File: config.mk
export PLATFORM = sky130hd
export DESIGN_NAME = sqrt_iter_flat
export DESIGN_NICKNAME = d
export VERILOG_FILES = /design/src/rtl/sqrt_iter_if.sv /design/src/rtl/sqrt_iter.sv /design/src/flat_wrapper.sv
export SDC_FILE = /design/constraint.sdc
export NUM_CORES = 1
export LEC_CHECK = 0
export ABC_AREA = 1
export CAP_MARGIN = 40
export CORE_UTILIZATION = 48
export CTS_CLUSTER_SIZE = 8
export DETAILED_ROUTE_END_ITERATION = 7
export GPL_TIMING_DRIVEN = 0
export PLACE_DENSITY = 0.84
export SYNTH_ARGS = -nofsm -noshare
export SYNTH_HDL_FRONTEND = slang
export SYNTH_SLANG_ARGS = --single-unit
File: constraint.sdc
create_clock -name clk -period 1.57 [get_ports clk]
set_input_delay 0.3925 -clock clk [delete_from_list [all_inputs] [get_ports clk]]
set_output_delay 0.3925 -clock clk [all_outputs]
set_load 0.02 [all_outputs]
File: src/rtl/sqrt_iter_if.sv
// rtl/sqrt_iter_if.sv - start/busy/done handshake bundle for the iterative square-root unit
interface sqrt_iter_if #(
    parameter int WIDTH = 16
);
    localparam int N = WIDTH / 2;

    logic             start;
    logic [WIDTH-1:0] radicand;
    logic [N-1:0]     root;
    logic [N:0]       remainder;
    logic             busy;
    logic             done;

    modport master (
        output start,
        output radicand,
        input  root,
        input  remainder,
        input  busy,
        input  done
    );

    modport slave (
        input  start,
        input  radicand,
        output root,
        output remainder,
        output busy,
        output done
    );
endinterface

File: src/rtl/sqrt_iter.sv
// rtl/sqrt_iter.sv - iterative restoring integer square root, two radicand bits per clock
module sqrt_iter #(
    parameter int WIDTH = 16
) (
    input  logic        clk,
    input  logic        reset,
    sqrt_iter_if.slave  bus
);
    localparam int N  = WIDTH / 2;
    localparam int CW = $clog2(N + 1);

    typedef enum logic [1:0] {
        IDLE = 2'd0,
        CALC = 2'd1,
        DONE = 2'd2
    } state_t;

    state_t           state, state_n;
    logic [WIDTH-1:0] opnd, opnd_n;
    logic [N+1:0]     p, p_n;
    logic [N-1:0]     q, q_n;
    logic [CW-1:0]    cnt, cnt_n;

    logic [N+1:0]     t;
    logic [N+1:0]     trial;
    logic [N+1:0]     d;

    always_ff @(posedge clk or negedge reset) begin
        if (!reset) begin
            state <= IDLE;
            opnd  <= '0;
            p     <= '0;
            q     <= '0;
            cnt   <= '0;
        end else begin
            state <= state_n;
            opnd  <= opnd_n;
            p     <= p_n;
            q     <= q_n;
            cnt   <= cnt_n;
        end
    end

    // Trial subtrahend is the current root shifted in as 4Q+1; everything stays N+2 bits wide.
    assign t     = {p[N-1:0], opnd[WIDTH-1 -: 2]};
    assign trial = {q, 2'b01};
    assign d     = t - trial;

    always_comb begin
        state_n = state;
        opnd_n  = opnd;
        p_n     = p;
        q_n     = q;
        cnt_n   = cnt;
        unique case (state)
            IDLE, DONE: begin
                state_n = IDLE;
                if (bus.start) begin
                    opnd_n  = bus.radicand;
                    p_n     = '0;
                    q_n     = '0;
                    cnt_n   = CW'(N);
                    state_n = CALC;
                end
            end
            CALC: begin
                if (t >= trial) begin
                    p_n = d;
                    q_n = {q[N-2:0], 1'b1};
                end else begin
                    p_n = t;
                    q_n = {q[N-2:0], 1'b0};
                end
                opnd_n = {opnd[WIDTH-3:0], 2'b00};
                cnt_n  = cnt - 1'b1;
                if (cnt == CW'(1)) begin
                    state_n = DONE;
                end
            end
            default: state_n = IDLE;
        endcase
    end

    assign bus.busy      = (state == CALC);
    assign bus.done      = (state == DONE);
    assign bus.root      = q;
    assign bus.remainder = p[N:0];
endmodule
File: src/flat_wrapper.sv
// flat-port wrapper written by rule: the top's interface ports become plain ports
module sqrt_iter_flat 
#(
    parameter int WIDTH = 16
)
  (clk, reset, bus_start, bus_radicand, bus_root, bus_remainder, bus_busy, bus_done);
  sqrt_iter_if #(.WIDTH(WIDTH)) bus_i ();
  input  logic clk;
  input  logic reset;
  input wire logic [$bits(bus_i.start)-1:0] bus_start;
  input wire logic [$bits(bus_i.radicand)-1:0] bus_radicand;
  output wire logic [$bits(bus_i.root)-1:0] bus_root;
  output wire logic [$bits(bus_i.remainder)-1:0] bus_remainder;
  output wire logic [$bits(bus_i.busy)-1:0] bus_busy;
  output wire logic [$bits(bus_i.done)-1:0] bus_done;
  assign bus_i.start = bus_start;
  assign bus_i.radicand = bus_radicand;
  assign bus_root = bus_i.root;
  assign bus_remainder = bus_i.remainder;
  assign bus_busy = bus_i.busy;
  assign bus_done = bus_i.done;
  sqrt_iter #(.WIDTH(WIDTH)) u_core (.clk(clk), .reset(reset), .bus(bus_i));
endmodule
======== Word-level counts from Yosys, hierarchy flattened ========
Index checks and enable logic that the tools add are counted.
storage, ports and cells
  flip-flop bits (word level) ............. 39
  latch bits .............................. 0
  bits in writable memories ............... 0
  bits in read-only memories .............. 0
  input bits .............................. 19
  memories ................................ 0
operators by class
  add/subtract/negate cells ............... 2
  $mul .................................... 0
  divide/modulo/power cells ............... 0
  order comparisons ....................... 1
  equality and inequality tests ........... 5
  shift-type cells ........................ 0
  mux-type cells .......................... 13
  bitwise gates (word level) .............. 0
  reductions and logical operators ........ 4
operator list
  cell                                               count
  one-hot mux 16 bit (2 select lines)                1
  two-way mux 9 bit                                  2
  one-hot mux 9 bit (2 select lines)                 1
  two-way mux 16 bit                                 1
  one-hot mux 8 bit (2 select lines)                 1
  >= comparator 10 bit                               1
  subtractor 9 bit                                   1
  two-way mux 8 bit                                  1
  one-hot mux 4 bit (2 select lines)                 1
  == test 4 x 1 -> 1 bit (second input constant)     1
  two-way mux 4 bit                                  1
  one-hot mux 2 bit (2 select lines)                 1
  subtractor 4 x 1 -> 4 bit (second input constant)  1
  == test 2 x 1 -> 1 bit (second input constant)     1
  == test 2 bit (second input constant)              1
  logical NOT 2 bit                                  1
  two-way mux 1 bit                                  2
  two-way mux 2 bit                                  1
  != test 2 x 1 -> 1 bit (second input constant)     1
  != test 2 bit (second input constant)              1
  AND reduction 2 bit                                1
  nonzero test 2 bit                                 1
  OR reduction 2 bit                                 1

======== Logic depth before layout (Yosys ltp) ========
  depth in word-level cells ............... 4
  depth in mapped cells ................... 12
  depth with buffers taken out ............ 12

======== Worst setup path after synthesis ========
No wires, ideal clock.
  path kind ............................... reg2reg
  start point ............................. register u_core.q[6], in the netlist u_core.bus.root[6]
  end point ............................... register u_core.p[7]
  library setup time ...................... 0.116 ns
  arrival time ............................ 1.586 ns
  setup slack ............................. -0.133 ns
  cell stages (with the launch flop) ...... 13
  buffers on the path ..................... 0
  path through ............................ dfrtp_1 inv_1 ha_1 nand2_1 inv_1 a21oi_1 nand2_1 inv_2 nand2_8 nand2_2 nand2_1 nand2_1 nand2_1
on the way
  cells in the longest elaborated chain, start to end .. 3
RTL lines
  what                                line             text
  start, declared                     sqrt_iter.sv:21  logic [N-1:0] q, q_n;
  start signal, assigned              sqrt_iter.sv:39  q <= q_n;
  >= comparator 10 bit                sqrt_iter.sv:67  if (t >= trial) begin
  two-way mux 9 bit                   sqrt_iter.sv:67
  one-hot mux 9 bit (2 select lines)  sqrt_iter.sv:55  unique case (state)
  end signal, assigned                sqrt_iter.sv:38  p <= p_n;
  end, declared                       sqrt_iter.sv:20  logic [N+1:0] p, p_n;
Every way passes these cells.
A chain may end at the register's enable or synchronous reset.

======== Worst setup path in the final report ========
  start point ............................. register u_core.p[1]
  end point ............................... register u_core.p[3]
on the way
  cells in the longest elaborated chain, start to end .. 3
RTL lines
  what                                                             line
  subtractor 9 bit / >= comparator 10 bit (equally long branches)  sqrt_iter.sv:47, sqrt_iter.sv:67
  two-way mux 9 bit *                                              sqrt_iter.sv:67
  one-hot mux 9 bit (2 select lines) *                             sqrt_iter.sv:55
Every way passes the cells marked *; elsewhere a longest branch is shown, timed or not.

==> results.txt <==
* Die outline area: a little under 5000 sq um
- Setup repair after global routing could not meet its margin everywhere.
- Mapped Nets: 309
* Library cell used as clock root buffer: sky130_fd_sc_hd__clkbuf_8
* Transition time of the tightest slew-check pin: 416 ps
* Result of the run: finished with violations
* Count of cell types in the netlist: 26
* HPWL Detailed: 3640 um
* Top layer in use: met4
- Proportion of layout cells with a drive suffix above 1: 31.5%
- The most common cell in the synthesized netlist is sky130_fd_sc_hd__nand2_1.
- Library cell occupying the most area in the post-synthesis netlist: sky130_fd_sc_hd__dfrtp_1
* Primary flip-flop cell chosen by synthesis mapping: sky130_fd_sc_hd__dfrtp_1
- For this run, the post-layout net count is ~380.
* Pin count of the biggest net entering global routing: 26
- Setup slack on the critical path of the routed design comes to -164 ps.
- Total Routing Usage GR: ~25%
- Fin cells: 398
- Clock tree synthesis found a total of 39 sinks.
* Final instance area: 3200 sq um
- TritonCTS built the clock tree.
* Highest fanout seen on the critical path: 6
- At the end of routability-driven placement, the weighted congestion stood at 0.893.
- DR pass1 iterations: 4
- Top post-synthesis cells by area: sky130_fd_sc_hd__dfrtp_1 (44%), sky130_fd_sc_hd__nand2_1 (16%), sky130_fd_sc_hd__inv_1 (8.1%)
- Slowest stage cell, crit path: sky130_fd_sc_hd__dfrtp_2
- Initial Util: 50.5%
- Data on the critical path is required at its endpoint by 1760 ps.
- In this run the tool buffered the top-level ports with 37 buffer cells.
* Clock Latency Late Sink: 310 ps
* M1 wire length: 2510 um
* Start-to-end type of the worst setup path: flop to flop
- Across all register-to-register paths, the minimum setup slack is -160 ps.
- Post-Route Skew: around 14 ps
* Max Cap Violations: 0
- The cell area that synthesis handed to floorplanning was 2210 sq um.
- The first global-routing pass estimated 9360 um of wire.
- Buffers and inverters on the worst path: 1
* Sequential cell area: between 900 and 1000 sq um
* Antenna-violating nets left: 0
- Via count of the first global-routing pass: 2024
- # setup viols final: 10
- Clock-pin slew was measured on the worst setup and hold paths at 80 ps.
* Die Y-Extent: ~70 um
* Delay of the slowest critical-path stage: 430 ps
- After synthesis, the most frequently instantiated cells are sky130_fd_sc_hd__nand2_1 (92), sky130_fd_sc_hd__inv_1 (48), sky130_fd_sc_hd__dfrtp_1 (39).
- Met3 wirelength from detailed routing: around 300 um
* Core region area: 4380 sq um
- In the final routed layout, each cell accounts on average for roughly 15 um.
- DP Area: 2780 sq um
- Share of the clock period used by the worst path: 110%
- Drc violations: 0
- The critical path goes through buf_12 > ha_4 > nand2_4 > nor2_4 > nand2_2 > nand3_4 > nand2_8 > nand2_8 > nand2_1 > nand3_1 > nand2_1.
- Total clock buffers created by CTS: 5
- Seq cells post-synth: 39
- STA classifies the critical path startpoint as a flop.
- Final slew viol count: 0
* Sequential-to-total area share from yosys stat: 44.1%
- No sink is reached through more buffers than the 2 on the longest clock path.
- Counting the fill cells in the layout gives 336.
- The final count of hold timing violations was 7.
- The area growth from synthesis to layout is 44.5%.
- Die outline width: 69.9 um
- In this run the core area contains 24 standard-cell rows.
- Data arrival time of the critical path: 1920 ps
- For this block, the via count after detailed routing is 2105.
- In the routed layout, each cell is associated on average with a via count of 5.29.
* Area taken by multi-input logic gates: 1250 sq um
- After synthesis, the largest area contributor takes up around 44% of total cell area.
* Min Tclk post-route: 1730 ps
- Violations in the final reports: negative hold slack, negative setup slack
* Post-synth EDFFs: 0
- Clock H-tree levels: 2
* Congestion Overflow GR: 0
- A synthesized cell averages 7.96 sq um.
- Detail Route met2 WL: 2890 um
* Fmax achieved: 0.577 GHz
- Counting flops with an async set or reset pin after synthesis yields a share of 100%.
- The worst pin sits at a relative slew slack of 72.2%.
- Grouping stages by cell kind, the critical path spends the most delay in simple AND/OR/NAND/NOR gates.
- Hold/Removal Path Class: primary input to asynchronous set/reset pin
* Diode count: 0
- Utilization of the core after routing: between 70% and 80%
- Total Wirelength: between 5000 and 6000 um
- Minimum hold slack: -6.74 ps
- Critical Path End Type: flop
* Placed cell count: 368
- In the synthesized netlist, the number of instances is 278.
- 38 I/O pins were placed.
* Number of violations reported at the end of detailed-routing iteration 0: 168
- The Yosys step of the flow raised 0 warnings.
* Initial antenna violation count: 0
==> state kept, by name, indices dropped and copies added, names as in the netlist <==
signal	count
u_core.bus.root	8
u_core.cnt	4
u_core.opnd	16
u_core.p	9
u_core.state	2
==> worst register-to-register path: stages, from the launching register on <==
cell and delay, ps:
sky130_fd_sc_hd__dfrtp_2 430, sky130_fd_sc_hd__buf_12 130, sky130_fd_sc_hd__ha_4 290, sky130_fd_sc_hd__nand2_4 60
sky130_fd_sc_hd__nor2_4 110, sky130_fd_sc_hd__nand2_2 100, sky130_fd_sc_hd__nand3_4 110, sky130_fd_sc_hd__nand2_8 100
sky130_fd_sc_hd__nand2_8 100, sky130_fd_sc_hd__nand2_1 60, sky130_fd_sc_hd__nand3_1 80, sky130_fd_sc_hd__nand2_1 60
==> area by class of cell <==
cell class                      instances  area share, %
Buffer                                  6           1.25
Clock buffer                            5           2.15
Clock inverter                          3           1.45
Inverter                               50           6.26
Multi-Input combinational cell        184           39.2
Sequential cell                        39           31.1
Tap cell                               52           2.03
Timing Repair Buffer                   58           16.3
Timing Repair inverter                  1          0.235
==> placed cells by master, fill, tap and decap left out, types with 7 or more instances in the layout <==
master | netlist | layout
sky130_fd_sc_hd__buf_4 | 0 | 20
sky130_fd_sc_hd__clkdlybuf4s50_1 | 0 | 17
sky130_fd_sc_hd__dfrtp_1 | 39 | 23
sky130_fd_sc_hd__dfrtp_2 | 0 | 16
sky130_fd_sc_hd__dlygate4sd2_1 | 0 | 10
sky130_fd_sc_hd__ha_4 | 0 | 8
sky130_fd_sc_hd__inv_1 | 48 | 36
sky130_fd_sc_hd__inv_2 | 2 | 12
sky130_fd_sc_hd__nand2_1 | 92 | 79
sky130_fd_sc_hd__nand2_2 | 3 | 11
sky130_fd_sc_hd__nand3_1 | 16 | 12
sky130_fd_sc_hd__nand3b_1 | 7 | 7
sky130_fd_sc_hd__nor2_1 | 8 | 8
sky130_fd_sc_hd__o221ai_1 | 12 | 12
sky130_fd_sc_hd__o22ai_1 | 8 | 8
==> logic make-up (layout without fill, tap and decap cells) <==
| kind of cell | count (synthesis) | count (layout) | share of synthesized area [%] |
|---|---|---|---|
| simple gates | 134 | 136 | 27.5 |
| flops | 39 | 39 | 44.1 |
| buf+inv | 57 | 123 | 9.89 |
| compound gates | 33 | 33 | 10.5 |
| fa+ha+maj | 12 | 12 | 6.78 |
| xor+xnor | 3 | 3 | 1.19 |
==> repair_timing <==
action / in CTS / in global routing
setup endpoints to repair: 49 / 32
resized for setup: 49 / 32
gates cloned: 3 / 0
hold buffers: 0 / 0
pin swaps: 4 / 10
setup buffers: 14 / 6
endpoints found under the hold margin: 0 / 0
==> metrics by stage <==
step / setup slack (ps) / hold WS, ps / TNS [ps]
final: -164 / -6.74 / -1210
after global routing: -262 / 11.2 / -2170
after CTS: -138 / 1.35 / -1110
after detailed placement: -530 / 328 / -12370
after global placement: -954 / 458 / -44250
after floorplan: 1.81 / 96.9 / 0
==> per-layer routing <==
| layer | vias up | global-route usage [%] |
|---|---|---|
| li1 | 1042 | - |
| met1 | 969 | 31.8 |
| met2 | 78 | 40.2 |
| met3 | 16 | 4.91 |
| met4 | 0 | 10.0 |
| met5 | - | 0 |
==> final timing paths <==
path,start,endpoint,cells after the start
setup / recovery,u_core.p[1],u_core.p[3],11
setup reg to reg,u_core.p[1],u_core.p[3],11
min in group clk,u_core.p[8],u_core.p[8],2
max in group asynchronous,reset,u_core.opnd[14],2
hold reg to reg,u_core.p[8],u_core.p[8],2
hold / removal,reset,u_core.cnt[1],1
Power is left out: the tool's default activity adds up to more than one toggle a clock period on the data nets, which glitch-free logic cannot reach.
